===== src/rtl/fetch_stage.sv =====
// fetch_stage: instruction-fetch stage of the pipelined core.
// Owns the PC, issues one outstanding instruction-memory request at a time
// and loads the IF/ID register (pc_f, pc_plus4_f, instr_f, instr_valid_f).
// Ports:
//   clk, rst                  clock, synchronous active-high reset
//   stall_f, stall_d, flush_d hazard-unit controls
//   pc_src_e, pc_target_e     execute-stage redirect
//   imem_req_*                request channel (valid/ready), addr = pc_reg
//   imem_resp_*               response channel (valid-only pulse)
//   pc_f, pc_plus4_f, instr_f, instr_valid_f   IF/ID register
//   fetch_busy                a request is outstanding
module fetch_stage #(
  parameter int unsigned               ADDRESS_WIDTH = 32,
  parameter int unsigned               DATA_WIDTH    = 32,
  parameter logic [ADDRESS_WIDTH-1:0]  RESET_PC      = '0,
  parameter logic [DATA_WIDTH-1:0]     NOP_INSTR     = DATA_WIDTH'(32'h0000_0013)
) (
  input  logic                     clk,
  input  logic                     rst,
  input  logic                     stall_f,
  input  logic                     stall_d,
  input  logic                     flush_d,
  input  logic                     pc_src_e,
  input  logic [ADDRESS_WIDTH-1:0] pc_target_e,
  output logic                     imem_req_valid,
  input  logic                     imem_req_ready,
  output logic [ADDRESS_WIDTH-1:0] imem_req_addr,
  input  logic                     imem_resp_valid,
  input  logic [DATA_WIDTH-1:0]    imem_resp_data,
  output logic [ADDRESS_WIDTH-1:0] pc_f,
  output logic [ADDRESS_WIDTH-1:0] pc_plus4_f,
  output logic [DATA_WIDTH-1:0]    instr_f,
  output logic                     instr_valid_f,
  output logic                     fetch_busy
);

  typedef enum logic [1:0] {
    S_REQ,
    S_WAIT,
    S_HOLD
  } state_t;

  state_t                   state, state_next;
  logic [ADDRESS_WIDTH-1:0] pc_reg, pc_next;
  logic [ADDRESS_WIDTH-1:0] pc_reg_plus4;
  logic                     discard, discard_next;
  logic [ADDRESS_WIDTH-1:0] hold_pc;
  logic [DATA_WIDTH-1:0]    hold_data;

  logic kill;
  logic req_fire;
  logic load_mem;
  logic load_buf;
  logic buf_capture;

  assign pc_reg_plus4 = pc_reg + ADDRESS_WIDTH'(4);
  assign kill         = pc_src_e | flush_d;
  assign req_fire     = imem_req_valid & imem_req_ready;

  // State register
  always_ff @(posedge clk) begin
    if (rst) begin
      state   <= S_REQ;
      pc_reg  <= RESET_PC;
      discard <= 1'b0;
    end else begin
      state   <= state_next;
      pc_reg  <= pc_next;
      discard <= discard_next;
    end
  end

  // Next-state logic; the redirect target overrides any PC update last
  always_comb begin
    state_next   = state;
    pc_next      = pc_reg;
    discard_next = discard;
    load_mem     = 1'b0;
    load_buf     = 1'b0;
    buf_capture  = 1'b0;
    case (state)
      S_REQ: begin
        if (req_fire) begin
          state_next = S_WAIT;
          // request already left with the old address; its data is stale
          if (pc_src_e) discard_next = 1'b1;
        end
      end
      S_WAIT: begin
        if (imem_resp_valid) begin
          state_next = S_REQ;
          if (discard) begin
            discard_next = 1'b0;
          end else if (!kill) begin
            if (!stall_d) begin
              load_mem = 1'b1;
              pc_next  = pc_reg_plus4;
            end else begin
              buf_capture = 1'b1;
              state_next  = S_HOLD;
            end
          end
        end else if (pc_src_e) begin
          discard_next = 1'b1;
        end
      end
      S_HOLD: begin
        if (kill) begin
          state_next = S_REQ;
        end else if (!stall_d) begin
          load_buf   = 1'b1;
          pc_next    = pc_reg_plus4;
          state_next = S_REQ;
        end
      end
      default: state_next = S_REQ;
    endcase
    if (pc_src_e) pc_next = pc_target_e;
  end

  // Outputs
  always_comb begin
    imem_req_valid = (state == S_REQ) & ~stall_f & ~rst;
    imem_req_addr  = pc_reg;
    fetch_busy     = (state == S_WAIT);
  end

  // Hold buffer: a response that arrived while decode was stalled
  always_ff @(posedge clk) begin
    if (rst) begin
      hold_pc   <= '0;
      hold_data <= '0;
    end else if (buf_capture) begin
      hold_pc   <= pc_reg;
      hold_data <= imem_resp_data;
    end
  end

  // IF/ID register; holds its contents unless reset, bubbled or loaded
  always_ff @(posedge clk) begin
    if (rst) begin
      pc_f          <= RESET_PC;
      pc_plus4_f    <= RESET_PC + ADDRESS_WIDTH'(4);
      instr_f       <= NOP_INSTR;
      instr_valid_f <= 1'b0;
    end else if (kill) begin
      instr_f       <= NOP_INSTR;
      instr_valid_f <= 1'b0;
    end else if (load_mem) begin
      pc_f          <= pc_reg;
      pc_plus4_f    <= pc_reg_plus4;
      instr_f       <= imem_resp_data;
      instr_valid_f <= 1'b1;
    end else if (load_buf) begin
      pc_f          <= hold_pc;
      pc_plus4_f    <= hold_pc + ADDRESS_WIDTH'(4);
      instr_f       <= hold_data;
      instr_valid_f <= 1'b1;
    end
  end

endmodule


===== config.mk =====
export PLATFORM = sky130hd
export DESIGN_NAME = fetch_stage
export DESIGN_NICKNAME = d
export VERILOG_FILES = /design/src/rtl/fetch_stage.sv
export SDC_FILE = /design/constraint.sdc
export NUM_CORES = 1
export LEC_CHECK = 0
export CAP_MARGIN = 30
export CORE_ASPECT_RATIO = 0.6
export CORE_MARGIN = 2
export CORE_UTILIZATION = 35
export CTS_CLUSTER_SIZE = 10
export DETAILED_ROUTE_END_ITERATION = 16
export PLACE_DENSITY = 0.68
export SLEW_MARGIN = 10
export SYNTH_ARGS = -nofsm -noshare
export SYNTH_HDL_FRONTEND = slang
export SYNTH_SLANG_ARGS = --single-unit

===== constraint.sdc =====
create_clock -name clk -period 6.58 [get_ports clk]
set_input_delay 1.316 -clock clk [delete_from_list [all_inputs] [get_ports clk]]
set_output_delay 1.316 -clock clk [all_outputs]
set_load 0.01 [all_outputs]

Yosys cells after proc, flatten, opt, wreduce, memory -nomap -nowiden
Cells that the tools add are included.
{"block": "totals", "register_bits": 196, "input_bits": 72, "wordCells": 71}
{"block": "op_classes", "addsub": 2, "n_eq_ne": 7, "muxes": 37, "bitwise": 7, "reduce_logical": 9}
{"cell": "$mux W32", "count": 11}
{"cell": "$add A32 B3 Y32 const B", "count": 2}
{"cell": "$pmux W32 S2", "count": 1}
{"cell": "$mux W1", "count": 16}
{"cell": "$mux W2", "count": 7}
{"cell": "$ne A3 B3 Y1 const B", "count": 3}
{"cell": "$pmux W2 S3", "count": 1}
{"cell": "$reduce_and A3 Y1", "count": 2}
{"cell": "$ne A2 B2 Y1 const B", "count": 2}
{"cell": "$reduce_and A2 Y1", "count": 2}
{"cell": "$reduce_bool A2 Y1", "count": 2}
{"cell": "$and A1 B1 Y1", "count": 3}
{"cell": "$not A1 Y1", "count": 3}
{"cell": "$reduce_bool A3 Y1", "count": 1}
{"cell": "$eq A2 B1 Y1 const B", "count": 1}
{"cell": "$eq A2 B2 Y1 const B", "count": 1}
{"cell": "$logic_not A2 Y1", "count": 1}
{"cell": "$pmux W1 S2", "count": 1}
{"cell": "$reduce_or A2 Y1", "count": 1}
{"cell": "$or A1 B1 Y1", "count": 1}

Longest topological paths before layout
Gate-level depths: netlist of the first run.
{"block": "depth", "ltp_word": 7, "mapped_depth": 7, "mapped_depth_nobuf": 6}

Worst setup path before layout of the first run
Ideal clock, no wire load.
{"block": "synth_timing", "path_type": "input port to output port", "start": "input port stall_f", "end": "output port imem_req_valid", "arrival_ns": 1.786, "t_required_ns": 5.264, "slack_ns": 3.478, "stages": 1, "cell_sequence": "nor4_1"}
{"block": "synth_between", "elab_chain_len": 3}
{"item": "from (decl)", "line": "20", "text": "input logic stall_f,"}
{"item": "$not A1 Y1", "line": "123", "text": "imem_req_valid = (state == S_REQ) & ~stall_f & ~rst;"}
{"item": "$and A1 B1 Y1 (2 in a row)", "line": "123"}
{"item": "to (decl)", "line": "25", "text": "output logic imem_req_valid,"}
Every way passes these cells.

Worst setup path after layout of the first run
Ends and elaborated chain as after synthesis.

==> results of run 1 <==
## logic make-up (layout without fill, tap and decap cells)
logic type                 after synthesis  count (layout)  share of synthesized area (%)
buffers and inverters                  119             261                           5.33
and+or+nand+nor                        440             440                           22.7
xor gates and xnor gates                39              39                           3.85
muxes                                    5               5                          0.578
AOI/OAI and AO/OA                      332             332                           23.4
adders and majority gates                2               2                          0.282
DFF                                    194             194                           43.8
## worst reg2reg max path: cells and delay by family (launching register included)
family	cells	cell delay [ps]
AND/OR/NAND/NOR	3	1660
flip-flops	1	600
multiplexers	1	350
AO/OA/AOI/OAI	1	190
## cell usage after synthesis, drive strengths merged, types with 21 or more instances
master	n	area, sq um
nand2	245	920
dfxtp	194	3880
a21oi	150	751
clkbuf	81	307
a22oi	68	510
nor2	49	184
nand3	36	180
o21ai	31	155
buf	26	121
nor3	25	125
nand4	22	153
xnor2	22	193
a31oi	21	131
## flip-flops by register name, indices dropped and copies added, names as in the netlist
signal / cells
hold_data: 32
hold_pc: 32
imem_req_addr: 32
instr_f: 32
pc_f: 32
pc_plus4_f: 30
state: 2
discard: 1
instr_valid_f: 1
## path summary, 6_finish.rpt
| path | cells past startpoint | from | to |
|---|---|---|---|
| setup / recovery | 3 | stall_f | imem_req_valid |
| hold / removal | 2 | instr_f[1]$_SDFFE_PP1P_ | instr_f[1]$_SDFFE_PP1P_ |
| setup reg to reg | 5 | imem_req_addr[4]$_SDFFE_PP0P_ | pc_plus4_f[31]$_SDFFE_PP0P_ |
| hold reg to reg | 2 | instr_f[1]$_SDFFE_PP1P_ | instr_f[1]$_SDFFE_PP1P_ |
## stage by stage
stage / instance area [sq um] / instances / power (mW)
floorplan: 8870 / 1131 / 1.30
global placement: 11000 / 1570 / 1.40
detailed placement: 11000 / 1570 / 1.40
CTS: 11700 / 1602 / 2.50
global route: 11700 / 1602 / 2.57
finish: 11700 / 1602 / 2.49
## final cells by class
class | count | area, sq um | share of cell area, %
clock inverters | 10 | 148 | 1.27
multi-input cells | 818 | 4550 | 39.0
well taps | 329 | 412 | 3.53
clock buffers | 22 | 484 | 4.15
inverters | 12 | 45.0 | 0.386
flip-flops and latches | 194 | 3880 | 33.3
repair buffers | 217 | 2130 | 18.3
## metal layers
layer / GRT usage, % / vias to the layer above / wire (um)
met5: 0 / - / 0
met4: 4.76 / 0 / 326
met3: 5.16 / 33 / 3140
met2: 31.7 / 443 / 12500
met1: 35.4 / 4328 / 15000
li1: - / 4293 / -
## where the power goes
group | switching, mW | leakage, nW | internal (mW)
clock network | 0.473 | 0.299 | 0.643
logic | 0.0776 | 1.73 | 0.0803
registers | 0.0310 | 1.57 | 1.19
==> impl_results.md, run 1 <==
- Die boundary height: 127 um
- Hold-fix buffer count after cts: 0
- Number of inserted filler cells in the final layout: 2488
- Clk pin slew, worst setup/hold paths: 60 ps
- Global-route wire length before repair: roughly 48 mm
- Net count, final: 1334
- WS Path Type: in2out
- Aggregate negative setup slack: 0 ps
- Initial antenna violation count: 0
- Class of the tightest hold or removal check: reg2reg
- Total Wirelength: 30.9 mm
- DRC violations left: 0
- Leak pwr: 3.60 nW
- Number of buffer and inverter stages on the critical path: 2
- Buffers inserted by post-CTS timing repair: 0
- Final Cycle Share: roughly three fifths
- Initial standard-cell utilization of the core: 35.3%
- Placer's final routability congestion estimate: 0.887
- Average size of a mapped cell: 7.84 sq um
- R2r setup slk: 3670 ps
- Count of endpoints failing hold in the final timing report: 0
- Post-placement setup slack: about 2400 ps
- Worst-path cell with the longest stage delay: sky130_fd_sc_hd__clkdlybuf4s50_1
- Horizontal extent of the die: 210 um
- Skew-Pair Late Insertion Delay: 440 ps
- Clock buffers created by TritonCTS: 17
- Buffer depth of the longest clock path: 2
- Sequential area share after synthesis: between 40% and 50%
- Fraction of synthesis flops using an asynchronous set or reset pin: 0%
- Count of different cell masters after synthesis: 62
- Area delta synth->final: 31.4%
- Setup repair after global routing missed its margin: false
- Worst path required time: 5260 ps
- Most common library cell in the layout ignoring fill and taps: sky130_fd_sc_hd__nand2_1
- Antenna-violating nets left: 0
- Number of register bits inferred by synthesis: slightly below 200
- Utilization after layout: between 40% and 50%
- Layout cell share with drive strength beyond 1: 4.87%
- CTS H-Tree Depth: 4
- Count of pins on the block boundary: 203
- Most used cell along the critical path: sky130_fd_sc_hd__clkdlybuf4s50_1
- Peak per-stage delay on the critical path: 610 ps
- Total nets after synthesis: 1205
- Pin count of the biggest net entering global routing: 61
- Number of resized instances in the post-cts repair step: 0
- Outcome: complete, no violations
- Count of buffers from port buffering: slightly above 200
- Maximum fanout encountered on the critical timing path: 2
- Nature of the critical path startpoint: input pin
- TritonCTS clock tree: built
- Worst setup skew after layout: 15.2 ps
- Min setup slack post-route: between 2000 and 3000 ps
- Max-slew violations: 0
- Commonest non-fill, non-tap cells in the layout: 245 x sky130_fd_sc_hd__nand2_1, 201 x sky130_fd_sc_hd__clkdlybuf4s50_1, 194 x sky130_fd_sc_hd__dfxtp_1
- Number of violations of the max-capacitance limit: 0
- HPWL Detailed: 21.9 mm
- Worst slew pin tran: slightly above 900 ps
- Type of destination of the critical path: primary output
- Average via count per standard cell: 5.68
- Die area: 26700 sq um
- Final global-route overflow total: 0
- Pwr/cell area: 214 nW/um^2
- Setup violation total in the final timing report: 0
- Ant. Diodes: 0
- Top Family by Delay on Critical Path: buffers and inverters
- VDD IR max: 0.137 mV
- WP data arrival: around 2600 ps
- Post-synth design cell area: 8870 sq um
- Number of enable flip-flop cells after synthesis: 0
- Initial DRT Pass Iterations: 8
- Cells after Synth: 1131
- Dominant synthesized flop cell: sky130_fd_sc_hd__dfxtp_1
- Vias after detailed routing: between 9000 and 10000
- Maximum clock frequency: 253 MHz
- Routed WL per cell: around 19 um
- Relative slew margins: 38.4%
- Yosys Warn Count: 0
- TritonCTS sink count: 194
- CTS root buf: sky130_fd_sc_hd__clkbuf_16
- Total routing resource utilization after global routing: 22.8%
- Via count of the first global-routing pass: 8152
- Final hold slack: 443 ps
- Number of violations reported at the end of detailed-routing iteration 0: 999
- Number of cell rows: 45
- Cell-by-cell listing of the critical path: clkdlybuf4s50_1, nor4_1, clkdlybuf4s50_1
- Core Footprint: 25100 sq um
- Final critical path time including I/O delays and setup: 3950 ps
No activity file was read; power rests on OpenSTA's default activity.
==> run 2: changes to the inputs <==
==> constraint.sdc (replaced) <==
create_clock -name clk -period 3.7 [get_ports clk]
set_input_delay 0.74 -clock clk [delete_from_list [all_inputs] [get_ports clk]]
set_output_delay 0.74 -clock clk [all_outputs]
set_load 0.01 [all_outputs]
==> run 2 against run 1 <==
  * Utilization rose by 0.22 points
  * Critical endpoint is now pc_plus4_f[24]$_SDFFE_PP0P_
  * Register-to-register slack got worse by 2700 ps
  * Non-clock buffer count rose by 11
==> impl_results.md, run 2 (same netlist as run 1, synthesis figures left out) <==
- Buffers inserted by post-CTS timing repair: 0
- Hold path startpoint: pc_plus4_f[2]$_SDFFE_PP1P_
- Worst path required time: slightly above 4000 ps
- Routed WL per cell: between 15 and 20 um
- Start point of the critical path: stall_d
- Type of destination of the critical path: register
- Cell-by-cell listing of the critical path: clkdlybuf4s50_1, or3_1, nor3_1, nand2b_1, o41ai_1, a221o_1
- Proportion of total power due to net switching: 25.2%
- Nature of the critical path startpoint: input pin
- Worst-case hold path end point: pc_plus4_f[2]$_SDFFE_PP1P_
- Hold-fix buffer count after cts: 0
- VDD IR max: 0.236 mV
- Number of violations of the max-capacitance limit: 0
- CTS root buf: sky130_fd_sc_hd__clkbuf_16
- Initial antenna violation count: 0
- Setup violation total in the final timing report: 0
- Number of cell rows: 45
- WS Path Type: in2reg
- Via count of the first global-routing pass: 8296
- Relative slew margins: 36.9%
- Initial standard-cell utilization of the core: 35.3%
- Leak pwr: 3.64 nW
- Net switching power of the design: 1.07 mW
- Clk pin slew, worst setup/hold paths: 70 ps
- Count of pins on the block boundary: roughly 200
- Number of buffer and inverter stages on the critical path: 1
- Part of the total power dissipated in the clock network: between 40% and 50%
- Global-route wire length before repair: roughly 48 mm
- Die boundary height: roughly 130 um
- Antenna-violating nets left: 0
- Count of buffers from port buffering: 202
- HPWL Detailed: 21.9 mm
- Ant. Diodes: 0
- Horizontal extent of the die: 210 um
- Reg-to-Reg End: pc_plus4_f[26]$_SDFFE_PP0P_
- Number of violations reported at the end of detailed-routing iteration 0: 918
- Pin count of the biggest net entering global routing: 157
- Core Footprint: 25100 sq um
- Outcome: complete, no violations
- Pwr/cell area: about 360 nW/um^2
- Net count, final: 1345
- Peak per-stage delay on the critical path: 710 ps
- Comb pwr share: about 6.7%
- Worst-path cell with the longest stage delay: sky130_fd_sc_hd__nor3_1
- Average via count per standard cell: between 5 and 6
- TritonCTS sink count: 194
- Total routing resource utilization after global routing: between 20% and 30%
- Area delta synth->final: 32.1%
- Worst setup skew after layout: 14.4 ps
- Worst Reg-to-Reg Cells: 7
- Number of gates on the worst path with buffers counted: 6
- Layout cell share with drive strength beyond 1: 5.69%
- Aggregate negative setup slack: 0 ps
- Commonest non-fill, non-tap cells in the layout: 245 x sky130_fd_sc_hd__nand2_1, 201 x sky130_fd_sc_hd__clkdlybuf4s50_1, 194 x sky130_fd_sc_hd__dfxtp_1
- Final hold slack: 448 ps
- Hold Path Cell Cnt: 2
- Max-slew violations: 0
- Placer's final routability congestion estimate: 0.873
- Fraction of power consumed by sequential logic: 51.1%
- Number of resized instances in the post-cts repair step: 0
- Skew-Pair Late Insertion Delay: 440 ps
- Final global-route overflow total: 0
- R2r setup slk: between 900 and 1000 ps
- TritonCTS clock tree: built
- Worst slew pin tran: 942 ps
- Internal power: 3.17 mW
- WP data arrival: approximately 3300 ps
- Top Family by Delay on Critical Path: simple AND/OR/NAND/NOR gates
- Final critical path time including I/O delays and setup: 2880 ps
- Clock buffers created by TritonCTS: 17
- Maximum fanout encountered on the critical timing path: 6
- CTS H-Tree Depth: 4
- DRC violations left: 0
- Count of endpoints failing hold in the final timing report: 0
- Maximum clock frequency: 347 MHz
- Most common library cell in the layout ignoring fill and taps: sky130_fd_sc_hd__nand2_1
- Buffer depth of the longest clock path: 2
- Setup repair after global routing missed its margin: false
- Vias after detailed routing: roughly 9100
- Initial DRT Pass Iterations: 8
- Reg2Reg Launch Point: imem_req_addr[3]$_SDFFE_PP0P_
- Die area: 26700 sq um
- Final Cycle Share: between 70% and 80%
- Class of the tightest hold or removal check: reg2reg
- Total Wirelength: approximately 31 mm
-- run 2: routing by layer --
| metal | vias to the layer above | wire, um | track usage (%) |
|---|---|---|---|
| met1 | 4338 | 15100 | 35.4 |
| li1 | 4321 | - | - |
| met3 | 23 | 3190 | 6.10 |
| met4 | 0 | 277 | 4.26 |
| met2 | 463 | 12900 | 32.6 |
| met5 | - | 0 | 0 |
-- run 2: cell type report --
cell class,count,area [sq um]
fill,2433,13400
multi-input combinational,818,4550
sequential,194,3880
timing repair buffer,228,2260
clock buffer,20,457
tap,329,412
clock inverter,12,98.8
inverter,12,45.0
-- run 2: worst max-delay path by stage --
stage,end,slack [ps]
floorplan,pc_plus4_f[24]$_SDFFE_PP0P_,1380
global placement,pc_plus4_f[24]$_SDFFE_PP0P_,440
detailed placement,pc_plus4_f[24]$_SDFFE_PP0P_,480
CTS,imem_req_valid,900
global route,pc_plus4_f[24]$_SDFFE_PP0P_,770
finish,pc_plus4_f[24]$_SDFFE_PP0P_,820
-- run 2: worst reg2reg max path, stage by stage (launching register included) --
cell	delay [ps]
sky130_fd_sc_hd__dfxtp_1	520
sky130_fd_sc_hd__ha_1	420
sky130_fd_sc_hd__nand4_1	270
sky130_fd_sc_hd__nor2_1	540
sky130_fd_sc_hd__buf_4	240
sky130_fd_sc_hd__nand3_1	80
sky130_fd_sc_hd__xor2_1	370
sky130_fd_sc_hd__o221ai_1	190
-- run 2: per-stage QoR --
step	total power, mW	std cells	utilization (%)	worst slack (ps)	area, sq um
2_1_floorplan	2.31	1131	-	1380	8870
6_report	4.23	1613	46.6	821	11700
3_3_place_gp	2.49	1581	44.4	444	11200
4_1_cts	4.27	1613	46.6	898	11700
3_5_place_dp	2.49	1581	44.4	476	11200
5_1_grt	4.38	1613	46.6	768	11700
-- run 2: power groups by stage --
stage	logic, mW	clock network [mW]	registers, mW
floorplan	0.124	0	2.19
global placement	0.281	0	2.21
detailed placement	0.281	0	2.21
CTS	0.283	1.82	2.16
global route	0.303	1.91	2.17
finish	0.285	1.79	2.16
